### src/rtl/alu_pkg.sv
// Shared opcode map, flag layout, sequencer states and opcode classification helpers
// for the ALU issue/writeback sequencer.
package alu_pkg;

  localparam int DATA_W = 16;

  localparam logic [4:0] OP_ADD   = 5'h01;
  localparam logic [4:0] OP_SUB   = 5'h02;
  localparam logic [4:0] OP_MUL   = 5'h03;
  localparam logic [4:0] OP_AND   = 5'h04;
  localparam logic [4:0] OP_OR    = 5'h05;
  localparam logic [4:0] OP_XOR   = 5'h06;
  localparam logic [4:0] OP_NOT   = 5'h07;
  localparam logic [4:0] OP_DIV   = 5'h08;
  localparam logic [4:0] OP_MOD   = 5'h09;
  localparam logic [4:0] OP_SHL   = 5'h0A;
  localparam logic [4:0] OP_SHR   = 5'h0B;
  localparam logic [4:0] OP_SAR   = 5'h0C;
  localparam logic [4:0] OP_ROL   = 5'h0D;
  localparam logic [4:0] OP_ROR   = 5'h0E;
  localparam logic [4:0] OP_NEG   = 5'h0F;
  localparam logic [4:0] OP_MOV   = 5'h10;
  localparam logic [4:0] OP_MOVI  = 5'h11;
  localparam logic [4:0] OP_CMP   = 5'h12;
  localparam logic [4:0] OP_POW   = 5'h13;
  localparam logic [4:0] OP_LOG2  = 5'h14;
  localparam logic [4:0] OP_LOG10 = 5'h15;
  localparam logic [4:0] OP_SQRT  = 5'h16;
  localparam logic [4:0] OP_EXP   = 5'h17;

  localparam int FLAG_Z = 3;
  localparam int FLAG_N = 2;
  localparam int FLAG_C = 1;
  localparam int FLAG_V = 0;

  typedef enum logic [2:0] {
    ST_IDLE,
    ST_READ,
    ST_FIRE,
    ST_SAMPLE,
    ST_WB
  } state_t;

  function automatic logic op_is_legal(input logic [4:0] op);
    return (op >= OP_ADD) && (op <= OP_EXP);
  endfunction

  function automatic logic op_writes_rd(input logic [4:0] op);
    return op_is_legal(op) && (op != OP_CMP);
  endfunction

  function automatic logic op_updates_flags(input logic [4:0] op);
    return ((op >= OP_ADD) && (op <= OP_NEG)) || (op == OP_CMP);
  endfunction

  function automatic logic op_is_divmod(input logic [4:0] op);
    return (op == OP_DIV) || (op == OP_MOD);
  endfunction

endpackage

### src/rtl/alu_regfile.sv
// General register file: two combinational operand reads, one debug read,
// one synchronous write port, cleared on reset.
module alu_regfile #(
  parameter int NREGS  = 8,
  parameter int REG_AW = 3
) (
  input  logic              clk,
  input  logic              rst,
  input  logic [REG_AW-1:0] rd_addr_a,
  input  logic [REG_AW-1:0] rd_addr_b,
  input  logic [REG_AW-1:0] dbg_addr,
  output logic [15:0]       rd_data_a,
  output logic [15:0]       rd_data_b,
  output logic [15:0]       dbg_data,
  input  logic              we,
  input  logic [REG_AW-1:0] wr_addr,
  input  logic [15:0]       wr_data
);

  logic [15:0] regs_reg [NREGS];

  always_ff @(posedge clk) begin
    if (rst) begin
      for (int i = 0; i < NREGS; i++) begin
        regs_reg[i] <= '0;
      end
    end else if (we) begin
      regs_reg[wr_addr] <= wr_data;
    end
  end

  assign rd_data_a = regs_reg[rd_addr_a];
  assign rd_data_b = regs_reg[rd_addr_b];
  assign dbg_data  = regs_reg[dbg_addr];

endmodule

### src/rtl/alu_issue_seq.sv
// Issue and writeback sequencer in front of a toggle-enabled ALU: accepts one
// instruction, presents operands, toggles enable, samples, writes back.
module alu_issue_seq
  import alu_pkg::*;
#(
  parameter int NREGS         = 8,
  parameter int REG_AW        = 3,
  parameter int SETTLE_CYCLES = 1
) (
  input  logic              clk,
  input  logic              rst,
  input  logic              instr_valid,
  output logic              instr_ready,
  input  logic [4:0]        instr_op,
  input  logic [REG_AW-1:0] instr_rd,
  input  logic [REG_AW-1:0] instr_rs1,
  input  logic [REG_AW-1:0] instr_rs2,
  input  logic              instr_use_imm,
  input  logic [15:0]       instr_imm,
  output logic              alu_enable,
  output logic [4:0]        alu_operation,
  output logic [15:0]       alu_in1,
  output logic [15:0]       alu_in2,
  input  logic [15:0]       alu_data_out,
  input  logic [3:0]        alu_flags,
  output logic              done,
  output logic [15:0]       result,
  output logic [3:0]        flags_q,
  output logic              div_zero_err,
  output logic              illegal_op_err,
  input  logic              err_clr,
  input  logic [REG_AW-1:0] dbg_addr,
  output logic [15:0]       dbg_data
);

  state_t            state_reg;
  logic [3:0]        settle_cnt_reg;
  logic [REG_AW-1:0] rd_reg;
  logic              alu_enable_reg;
  logic [4:0]        alu_operation_reg;
  logic [15:0]       alu_in1_reg;
  logic [15:0]       alu_in2_reg;
  logic              done_reg;
  logic [15:0]       result_reg;
  logic [3:0]        flags_cap_reg;
  logic [3:0]        flags_q_reg;
  logic              div_zero_err_reg;
  logic              illegal_op_err_reg;

  logic [15:0] rf_data_a;
  logic [15:0] rf_data_b;
  logic        rf_we;
  logic        div_zero;
  logic        skip_sample;

  // The ALU leaves stale output on a zero divisor, so that case never trusts it.
  assign div_zero    = op_is_divmod(alu_operation_reg) && (alu_in2_reg == '0);
  assign skip_sample = !op_is_legal(alu_operation_reg) || div_zero;
  assign rf_we       = (state_reg == ST_WB) && op_writes_rd(alu_operation_reg) && !div_zero;

  alu_regfile #(
    .NREGS (NREGS),
    .REG_AW(REG_AW)
  ) u_regfile (
    .clk      (clk),
    .rst      (rst),
    .rd_addr_a(instr_rs1),
    .rd_addr_b(instr_rs2),
    .dbg_addr (dbg_addr),
    .rd_data_a(rf_data_a),
    .rd_data_b(rf_data_b),
    .dbg_data (dbg_data),
    .we       (rf_we),
    .wr_addr  (rd_reg),
    .wr_data  (result_reg)
  );

  always_ff @(posedge clk) begin
    if (rst) begin
      state_reg          <= ST_IDLE;
      settle_cnt_reg     <= '0;
      rd_reg             <= '0;
      alu_enable_reg     <= 1'b0;
      alu_operation_reg  <= '0;
      alu_in1_reg        <= '0;
      alu_in2_reg        <= '0;
      done_reg           <= 1'b0;
      result_reg         <= '0;
      flags_cap_reg      <= '0;
      flags_q_reg        <= '0;
      div_zero_err_reg   <= 1'b0;
      illegal_op_err_reg <= 1'b0;
    end else begin
      done_reg <= 1'b0;
      // A clear is overridden by an error raised in the same cycle below.
      if (err_clr) begin
        div_zero_err_reg   <= 1'b0;
        illegal_op_err_reg <= 1'b0;
      end
      case (state_reg)
        ST_IDLE: begin
          if (instr_valid) begin
            // Sources are read here, before any writeback of this instruction.
            alu_operation_reg <= instr_op;
            rd_reg            <= instr_rd;
            alu_in1_reg       <= rf_data_a;
            alu_in2_reg       <= instr_use_imm ? instr_imm : rf_data_b;
            state_reg         <= ST_READ;
          end
        end
        ST_READ: begin
          state_reg <= ST_FIRE;
        end
        ST_FIRE: begin
          if (op_is_legal(alu_operation_reg)) begin
            alu_enable_reg <= ~alu_enable_reg;
          end
          settle_cnt_reg <= 4'(SETTLE_CYCLES - 1);
          state_reg      <= ST_SAMPLE;
        end
        ST_SAMPLE: begin
          if (settle_cnt_reg == '0) begin
            if (!skip_sample) begin
              result_reg    <= alu_data_out;
              flags_cap_reg <= alu_flags;
            end
            done_reg  <= 1'b1;
            state_reg <= ST_WB;
          end else begin
            settle_cnt_reg <= settle_cnt_reg - 4'd1;
          end
        end
        ST_WB: begin
          if (!op_is_legal(alu_operation_reg)) begin
            illegal_op_err_reg <= 1'b1;
          end else if (div_zero) begin
            div_zero_err_reg <= 1'b1;
          end else if (op_updates_flags(alu_operation_reg)) begin
            flags_q_reg <= flags_cap_reg;
          end
          state_reg <= ST_IDLE;
        end
        default: begin
          state_reg <= ST_IDLE;
        end
      endcase
    end
  end

  assign instr_ready    = (state_reg == ST_IDLE);
  assign alu_enable     = alu_enable_reg;
  assign alu_operation  = alu_operation_reg;
  assign alu_in1        = alu_in1_reg;
  assign alu_in2        = alu_in2_reg;
  assign done           = done_reg;
  assign result         = result_reg;
  assign flags_q        = flags_q_reg;
  assign div_zero_err   = div_zero_err_reg;
  assign illegal_op_err = illegal_op_err_reg;

endmodule

### config.mk
export PLATFORM = sky130hd
export DESIGN_NAME = alu_issue_seq
export DESIGN_NICKNAME = d
export VERILOG_FILES = /design/src/rtl/alu_pkg.sv /design/src/rtl/alu_regfile.sv /design/src/rtl/alu_issue_seq.sv
export SDC_FILE = /design/constraint.sdc
export NUM_CORES = 1
export LEC_CHECK = 0
export ABC_AREA = 1
export BUFFER_PORTS_ARGS = -buffer_cell sky130_fd_sc_hd__buf_2
export CORE_ASPECT_RATIO = 0.7
export CORE_MARGIN = 4
export CORE_UTILIZATION = 41
export CTS_CLUSTER_DIAMETER = 50
export DETAILED_ROUTE_END_ITERATION = 8
export SLEW_MARGIN = 20
export SYNTH_ARGS = -nofsm -noshare
export SYNTH_HDL_FRONTEND = slang
export SYNTH_HIERARCHICAL = 1
export SYNTH_SLANG_ARGS = --single-unit
export TNS_END_PERCENT = 50
### constraint.sdc
create_clock -name clk -period 2.3 [get_ports clk]
set_input_delay 0.115 -clock clk [delete_from_list [all_inputs] [get_ports clk]]
set_output_delay 0.115 -clock clk [all_outputs]
set_load 0.01 [all_outputs]
## Yosys cells after proc, flatten, opt, wreduce, memory -nomap -nowiden

Memories as Yosys holds them, arrays and structs flattened. A register that Yosys moved wholly into a read port is not among the register bits.
Cells that the tools add are included.

- Bits in latches: 0
- Flip-flop bits (word level): 59
- Bits in read-only memories: 0
- Word-level logic and storage cells: 77
- Output and inout bits: 78
- Memories kept: 1
- Memory bits (writable): 128
- Input port bits: 58

Memories:

| name | depth | width | rd ports | clocked after memory_dff | wr ports | line | RTL |
|---|---|---|---|---|---|---|---|
| u_regfile.regs_reg | 8 | 16 | 3 | 1 | 8 | alu_regfile.sv:20 | `logic [15:0] regs_reg [NREGS];` |

- Equal/unequal tests: 11
- Muxes and demuxes: 22
- Divide/modulo/power cells: 0
- Magnitude comparators: 3
- Multipliers: 0
- $add $sub $neg: 1
- Bitwise operators: 4
- Shift operators: 0
- Reduce and logical (&&, ||, !) cells: 23

Operator list:

| operator | number |
|---|---|
| two-way mux 16 bit | 2 |
| zero test 16 bit | 1 |
| OR reduction 16 bit | 1 |
| two-way mux 1 bit | 14 |
| one-hot mux 3 bit (4 select lines) | 1 |
| equality test 5 x 4 -> 1 bit (second input constant) | 2 |
| two-way mux 3 bit | 3 |
| one-hot mux 4 bit (2 select lines) | 1 |
| AND reduction 2 bit | 4 |
| equality test 3 x 2 -> 1 bit (second input constant) | 2 |
| logical AND 1 bit | 6 |
| inequality test 2 bit (second input constant) | 3 |
| equality test 5 bit (second input constant) | 1 |
| greater-or-equal comparator 5 x 1 -> 1 bit (second input constant) | 1 |
| less-or-equal comparator 5 x 4 -> 1 bit (second input constant) | 1 |
| less-or-equal comparator 5 bit (second input constant) | 1 |
| inequality test 5 bit (second input constant) | 1 |
| zero test 4 bit | 1 |
| two-way mux 4 bit | 1 |
| NOT 1 bit | 4 |
| AND reduction 4 bit | 1 |
| subtractor 4 x 1 -> 4 bit (second input constant) | 1 |
| equality test 3 x 1 -> 1 bit (second input constant) | 1 |
| equality test 3 bit (second input constant) | 1 |
| other kinds (6) | 9 |

## Longest topological paths before layout

Gate-level depths: netlist of the first run.

- Depth in word-level cells: 10
- Mapped depth: 10
- Depth with buffers taken out: 9

## By module

The synthesis of the first run kept the hierarchy.

Modules (own cells, without submodules):

| module | times used | cells an instance | area an instance (µm²) | sequential area each (µm²) |
|---|---|---|---|---|
| alu_regfile | 1 | 1330 | 8747.1 | 3843.7 |
| alu_issue_seq | 1 | 409 | 3178.0 | 1501.4 |

## Worst setup path after synthesis of the first run

Ideal clock, no wire load.

- Kind: reg-to-reg
- Start: register alu_operation_reg[4] (netlist: alu_operation[4])
- End: memory u_regfile.regs_reg[5][0], enable pin
- Data required time: 1.928 ns
- Slack: 0.004 ns
- Clock period less this slack: 2.296 ns
- Cell stages (with the launch flop): 11
- Path buffers: 1
- Data arrival time: 1.924 ns
- Setup time: 0.372 ns
- Path through: dfxtp_1 -> nor2_1 -> nand3_1 -> nand2_2 -> nor2_2 -> o311a_1 -> nand2_4 -> nor2_4 -> nand2_2 -> buf_6 -> nand2_1

RTL lines:

| element | line | RTL |
|---|---|---|
| from (decl) | alu_issue_seq.sv:40 | `logic [4:0] alu_operation_reg;` |
| from (signal assigned) | alu_issue_seq.sv:104 | `alu_operation_reg <= instr_op;` |
| to (decl) | alu_regfile.sv:20 |  |

==> summary.txt, run 1 <==
Die
  • Core Region: 0.02820 mm2
  • Die extent in x: 211.8 um
  • Die H: 150.7 um
  • Num ports: 136
  • Starting density of the core: 42.28%
  • Die Area: 0.03192 mm2
  • # rows: 51

Critical path
  • Crit path buffers/inverters: 1
  • Crit path max fanout: 12
  • Crit-path cells: nor2_1 > nand3_1 > nand2_2 > nor2_2 > o311a_1 > nand2_4 > nor2_4 > nand2_2 > nand2_1 > buf_12
  • CP endpoint kind: flip-flop
  • Slowest cell on crit path: dfxtp_1
  • Crit path arrival time: 2.39 ns
  • CP delay by family, top: simple AND/OR/NAND/NOR gates
  • Setup CP Type: flip-flop to flip-flop
  • Largest stage delay, worst path: 0.42 ns
  • Crit start category: flip-flop
  • CP required: 2.56 ns
  • Crit-path most repeated cell: nand2_2

Power
  • Worst ir drop on vdd: 0.0003686 V
  • PD cells: 677.9 mW/mm2
  • Static leakage: 6.800 nW
  • Pwr Total: 9.564 mW

Logic synthesis
  • Syn Std Cell Area: 0.01193 mm2
  • Warnings, synthesis: 6
  • Post-synth EDFFs: 128
  • Largest area contributor in the netlist: edfxtp_1
  • FF+latch count, synth: 203
  • Post-synth top flop: edfxtp_1
  • Post-Syn Nets: 1799
  • FFs w/ async S/R, synth: 0%
  • Main area contributors after synthesis: edfxtp_1, nand2_1, dfxtp_1, nand3_1, nor2_1
  • Count leader, synth: nand2_1
  • Netlist cell types: 31
  • Most frequent cells after synthesis: nand2_1, nand3_1, nor2_1
  • Synth top area share: 32.23%
  • Register area share after synthesis: 44.82%
  • Cell count after synthesis: 1739
  • Average cell area after synthesis: 6.857 um2

STA
  • RSZ-0062 raised after global routing: false
  • Final Skew: 0.02571 ns
  • Final Critical Period: 2.128 ns
  • Measured slew at the worst slew-check pin: 0.8262 ns
  • Post-route setup TNS: 0 ns
  • Final hold viol count: 0
  • Fmax: 469.9 MHz
  • Final Setup Violations: 0
  • Final Max Tran Viols: 0
  • Final Cycle Share: 92.52%
  • Max-slew headroom: 44.86%

Placement
  • I/O Buffers: 135
  • Gpl congestion: 0.9509
  • Hpwl dp: 31.63 mm

Global route
  • Number of antenna violations at the first check in global routing: 0
  • Gr usage total: 27.33%
  • Largest net degree at the start of global routing: 65
  • First-pass GRT wire length: 66.63 mm
  • Grt total ovfl: 0
  • Vias in the first global route: 10.91k

Clocking
  • TritonCTS clock tree: built
  • Clock slew at the register clock pins of the worst setup and hold paths: 0.06 ns
  • H-tree Lvls: 1
  • Root Driver: clkbuf_16
  • Max Buffers Root-to-Sink: 3
  • Sink Count: 203
  • Worst skew pair latency: 0.55 ns
  • CTS buffer count: 24
  • Total setup buffers inserted after CTS: 0

Route
  • Routed WL: 44.75 mm
  • Via count: 12.00k
  • Initial DRC Count: 1533
  • Routed Antenna Nets: 0
  • DR WL/cell: 19.71 um
  • DRT Pass-1 Iters: 6
  • DRC Markers: 0
  • Vias per cell: 5.287

Cells and area
  • Share of layout cells above drive strength 1: 14.17%
  • # nets final: 1940
  • Max FFs per register: 128
  • Layout area overhead: 18.30%

Worst hold path
  • Hold Path Class: input port to flip-flop

Run
  • MaxCap Viol Count: 0

Outcome
  • Status: finished clean
per-layer routing:
metal  vias to the layer above  wire length, um  track usage (%)  part of all wire, %
li1                       5732                -                -                    -
met3                        52             6485            10.83                   14
met4                         0              692            4.892                  1.5
met2                       646            17820            36.77                   40
met1                      5571            19760            41.44                   44
met5                         -                0                0                    0
power by group:
part	switching, mW	total (mW)	internal [mW]
combinational	1.11	1.63	0.523
clock	1.62	3.82	2.20
sequential	0.0950	4.11	4.01
cell usage in the layout (no fill, tap or decap), types with 6 or more instances in the layout:
cell type      instances
dlygate4sd3_1         33
clkbuf_16             25
edfxtp_1             128
nand3_1              234
dfxtp_1               75
o21ai_0               22
nor2_1               189
mux2_2                16
inv_1                180
buf_12                 6
nor2_2                 8
nand4_1                7
buf_2                135
nand2_1              694
nand2_2                9
a21oi_1               48
buf_4                 44
cells by family (layout without fill, tap and decap cells):
logic type,after synthesis,after routing,synth area share (%)
other,0,1,0
buffers and inverters,288,447,10.41
and+or+nand+nor,1151,1151,39.63
AOI/OAI and AO/OA,78,78,3.347
xor gates and xnor gates,1,1,0.07346
muxes,16,16,1.511
DFF,203,203,44.82
adders and majority gates,2,2,0.2098
metrics by stage:
step | worst slack, ns | hold slack (ns) | std cells | area, um2 | utilization [%]
floorplan | 0.004443 | 0.2603 | 1739 | 11930 | -
global placement | 0.2586 | 0.3499 | 2192 | 12970 | 45.99
detailed placement | 0.1989 | 0.3584 | 2192 | 12970 | 45.99
CTS | 0.1608 | 0.001375 | 2269 | 14100 | 49.99
global route | 0.008593 | 0.03776 | 2269 | 14100 | 50.01
finish | 0.1720 | 0.01167 | 2270 | 14110 | 50.02
path summary, 6_finish.rpt:
check | from | end | slack [ns] | cells after the start
worst max-delay path | alu_operation[4]$_SDFFE_PP0P_ | u_regfile/regs_reg[5][11]$_SDFFCE_PN0P_ | 0.17 | 10
worst min-delay path | instr_imm[15] | alu_in2[15]$_SDFFE_PP0P_ | 0.01 | 4
worst max register to register | alu_operation[4]$_SDFFE_PP0P_ | u_regfile/regs_reg[5][11]$_SDFFCE_PN0P_ | 0.17 | 10
worst min register to register | settle_cnt_reg[0]$_SDFFE_PP0P_ | settle_cnt_reg[0]$_SDFFE_PP0P_ | 0.45 | 1
worst register-to-register path, cell delays in order, from the launching register on:
cell	delay (ns)
dfxtp_1	0.42
nor2_1	0.07
nand3_1	0.13
nand2_2	0.10
nor2_2	0.12
o311a_1	0.23
nand2_4	0.09
nor2_4	0.20
nand2_2	0.09
nand2_1	0.22
buf_12	0.19
layout make-up:
type	count	area, um2
Timing Repair Buffer	218	1456
Multi-Input combinational cell	1248	5346
Clock buffer	31	669.4
Clock inverter	13	128.9
Antenna cell	1	2.502
Fill cell	2802	14100
Inverter	185	694.4
Tap cell	371	464.2
Sequential cell	203	5345
repair_timing:
item | CTS | global route
gates resized for setup | 0 | 1
hold buffers | 33 | 0
endpoints found under the setup margin | 0 | 16
hold endpoints to repair | 34 | 0
Note: power is estimated with default switching activity, not from simulation.
==> run 2: changes to the inputs <==
--- a/config.mk
+++ b/config.mk
@@ -12,6 +12,7 @@
 export CORE_UTILIZATION = 41
 export CTS_CLUSTER_DIAMETER = 50
 export DETAILED_ROUTE_END_ITERATION = 8
+export SETUP_SLACK_MARGIN = 0.4
 export SLEW_MARGIN = 20
 export SYNTH_ARGS = -nofsm -noshare
 export SYNTH_HDL_FRONTEND = slang
==> summary.txt, run 2 (same netlist as run 1, synthesis figures left out) <==
Outcome
  • Status: finished clean

STA
  • Final Critical Period: 1.887 ns
  • Final Max Tran Viols: 0
  • Fmax: 529.9 MHz
  • Final Cycle Share: 82.05%
  • Measured slew at the worst slew-check pin: 1.084 ns
  • RSZ-0062 raised after global routing: true
  • Post-route setup TNS: 0 ns
  • Max-slew headroom: 27.76%
  • Final Setup Violations: 0
  • Final Skew: 0.02499 ns
  • Final hold viol count: 0

Placement
  • Dpl cell area: 0.01297 mm2
  • Gpl congestion: 0.9640
  • I/O Buffers: 135
  • Hpwl dp: 32.07 mm

Cells and area
  • Design Area, Final: 0.01466 mm2
  • Most common cell after layout, fill and taps aside: nand2_1
  • Commonest cells after routing, fill and taps aside: nand2_1, nand3_1, nor2_1, inv_1, buf_2
  • # diodes: 0
  • Max FFs per register: 128
  • Layout area overhead: 22.97%
  • Share of layout cells above drive strength 1: 15.83%
  • # nets final: 1943

Critical path
  • Crit path max fanout: 5
  • Reg-to-Reg End: u_regfile/regs_reg[5][2]$_SDFFCE_PN0P_
  • Worst R2R Path Depth: 10
  • CP required: 2.71 ns
  • Crit start category: flip-flop
  • CP endpoint kind: flip-flop
  • Reg2reg setup slack: 0.41 ns
  • Crit path arrival time: 2.29 ns
  • Setup CP Type: flip-flop to flip-flop
  • RR Startpoint: state_reg[0]$_SDFFE_PP0P_

Worst hold path
  • Hold Path Stages: 4
  • WHS Endpoint: alu_in2[5]$_SDFFE_PP0P_
  • Min-Delay Startpoint: instr_imm[5]
  • Hold Path Class: input port to flip-flop

Clocking
  • Worst skew pair latency: 0.55 ns
  • Max Buffers Root-to-Sink: 3
  • CTS buffer count: 24
  • Clock slew at the register clock pins of the worst setup and hold paths: 0.07 ns
  • Sink Count: 203
  • TritonCTS clock tree: built
  • H-tree Lvls: 1
  • Root Driver: clkbuf_16

Route
  • DR WL/cell: 19.87 um
  • Routed Antenna Nets: 0
  • Initial DRC Count: 1754
  • DRT Pass-1 Iters: 6
  • Vias per cell: 5.380
  • DRC Markers: 0
  • Via count: 12.22k
  • Routed WL: 45.15 mm

Die
  • # rows: 51
  • Num ports: 136
  • Die Area: 0.03192 mm2
  • Starting density of the core: 42.28%
  • Die H: 150.7 um
  • Die extent in x: 211.8 um
  • Core Region: 0.02820 mm2

Power
  • PD cells: 665.4 mW/mm2
  • Worst ir drop on vdd: 0.0005154 V
  • Pwr Total: 9.758 mW
  • Static leakage: 6.925 nW

Global route
  • Number of antenna violations at the first check in global routing: 0
  • Grt total ovfl: 0
  • Largest net degree at the start of global routing: 65
  • Vias in the first global route: 10.56k
  • First-pass GRT wire length: 65.81 mm
  • Gr usage total: 27.03%

Run
  • MaxCap Viol Count: 0
## run 2: cell count changes in the layout (fill, tap and decap cells not counted), sizes merged
cell,previous run,this run
buf,185,175
nand2,705,712
dlygate4sd3,33,38
clkbuf,31,28
bufinv,1,3
clkinvlp,1,3
clkinv,8,7
diode,1,0
inv,188,189
## run 2: worst max path at each step
stage                                              endpoint                                    from  slack [ns]  cells past startpoint
floorplan            u_regfile/regs_reg[0][0]$_SDFFCE_PN0P_           alu_operation[0]$_SDFFE_PP0P_        0.37                     10
global placement    u_regfile/regs_reg[1][13]$_SDFFCE_PN0P_           alu_operation[4]$_SDFFE_PP0P_        0.19                      9
detailed placement   u_regfile/regs_reg[2][3]$_SDFFCE_PN0P_               state_reg[2]$_SDFFE_PP0P_        0.14                      7
CTS                  u_regfile/regs_reg[5][3]$_SDFFCE_PN0P_               state_reg[2]$_SDFFE_PP0P_        0.39                      8
global route                                    dbg_data[2]  u_regfile/regs_reg[2][2]$_SDFFCE_PN0P_        0.36                      7
finish               u_regfile/regs_reg[5][2]$_SDFFCE_PN0P_               state_reg[0]$_SDFFE_PP0P_        0.41                     10
## run 2: area by class of cell
type | count | area (um2)
Sequential cell | 203 | 5369
Clock inverter | 17 | 219.0
Tap cell | 371 | 464.2
Inverter | 185 | 694.4
Multi-Input combinational cell | 1255 | 5757
Clock buffer | 27 | 621.8
Timing Repair Buffer | 214 | 1539
Fill cell | 2762 | 13540
## run 2: repair_timing
action	4_1_cts	5_1_grt
hold endpoints to repair	39	0
setup endpoints to repair	246	183
pin swaps	4	4
hold buffers	38	0
setup buffers	4	5
gates cloned	0	8
resized for setup	13	41
## run 2: metal layers
layer	GRT usage, %	wire, um	vias up
met3	8.394	6730	52
met1	43.92	20590	5633
met2	35.10	17150	779
met5	0	0	-
li1	-	-	5759
met4	3.830	678	0
## run 2: power by group
| group | leakage, nW | internal, mW | total, mW | switching [mW] |
|---|---|---|---|---|
| registers | 1.94 | 4.01 | 4.11 | 0.0992 |
| logic | 4.59 | 0.546 | 1.68 | 1.13 |
| clock network | 0.401 | 2.34 | 3.97 | 1.63 |
## run 2: stage by stage
| stage | utilization, % | hold slack (ns) | worst slack, ns | instances |
|---|---|---|---|---|
| after floorplan | - | 0.2603 | 0.3683 | 1739 |
| after global placement | 45.98 | 0.3516 | 0.1865 | 2173 |
| after detailed placement | 45.98 | 0.3569 | 0.1448 | 2173 |
| after CTS | 50.82 | 0.01162 | 0.3907 | 2259 |
| after global routing | 51.99 | 0.03255 | 0.3605 | 2272 |
| final | 51.99 | 0.03326 | 0.4129 | 2272 |
## run 2: critical path, cell delays in order (launching register included)
cell	delay, ns
dfxtp_1	0.33
inv_1	0.12
nand3_2	0.11
nor2_4	0.14
o311a_4	0.24
nand2_4	0.08
nor2_4	0.18
buf_12	0.17
nand2_8	0.10
clkbuf_16	0.20
nor2_1	0.09
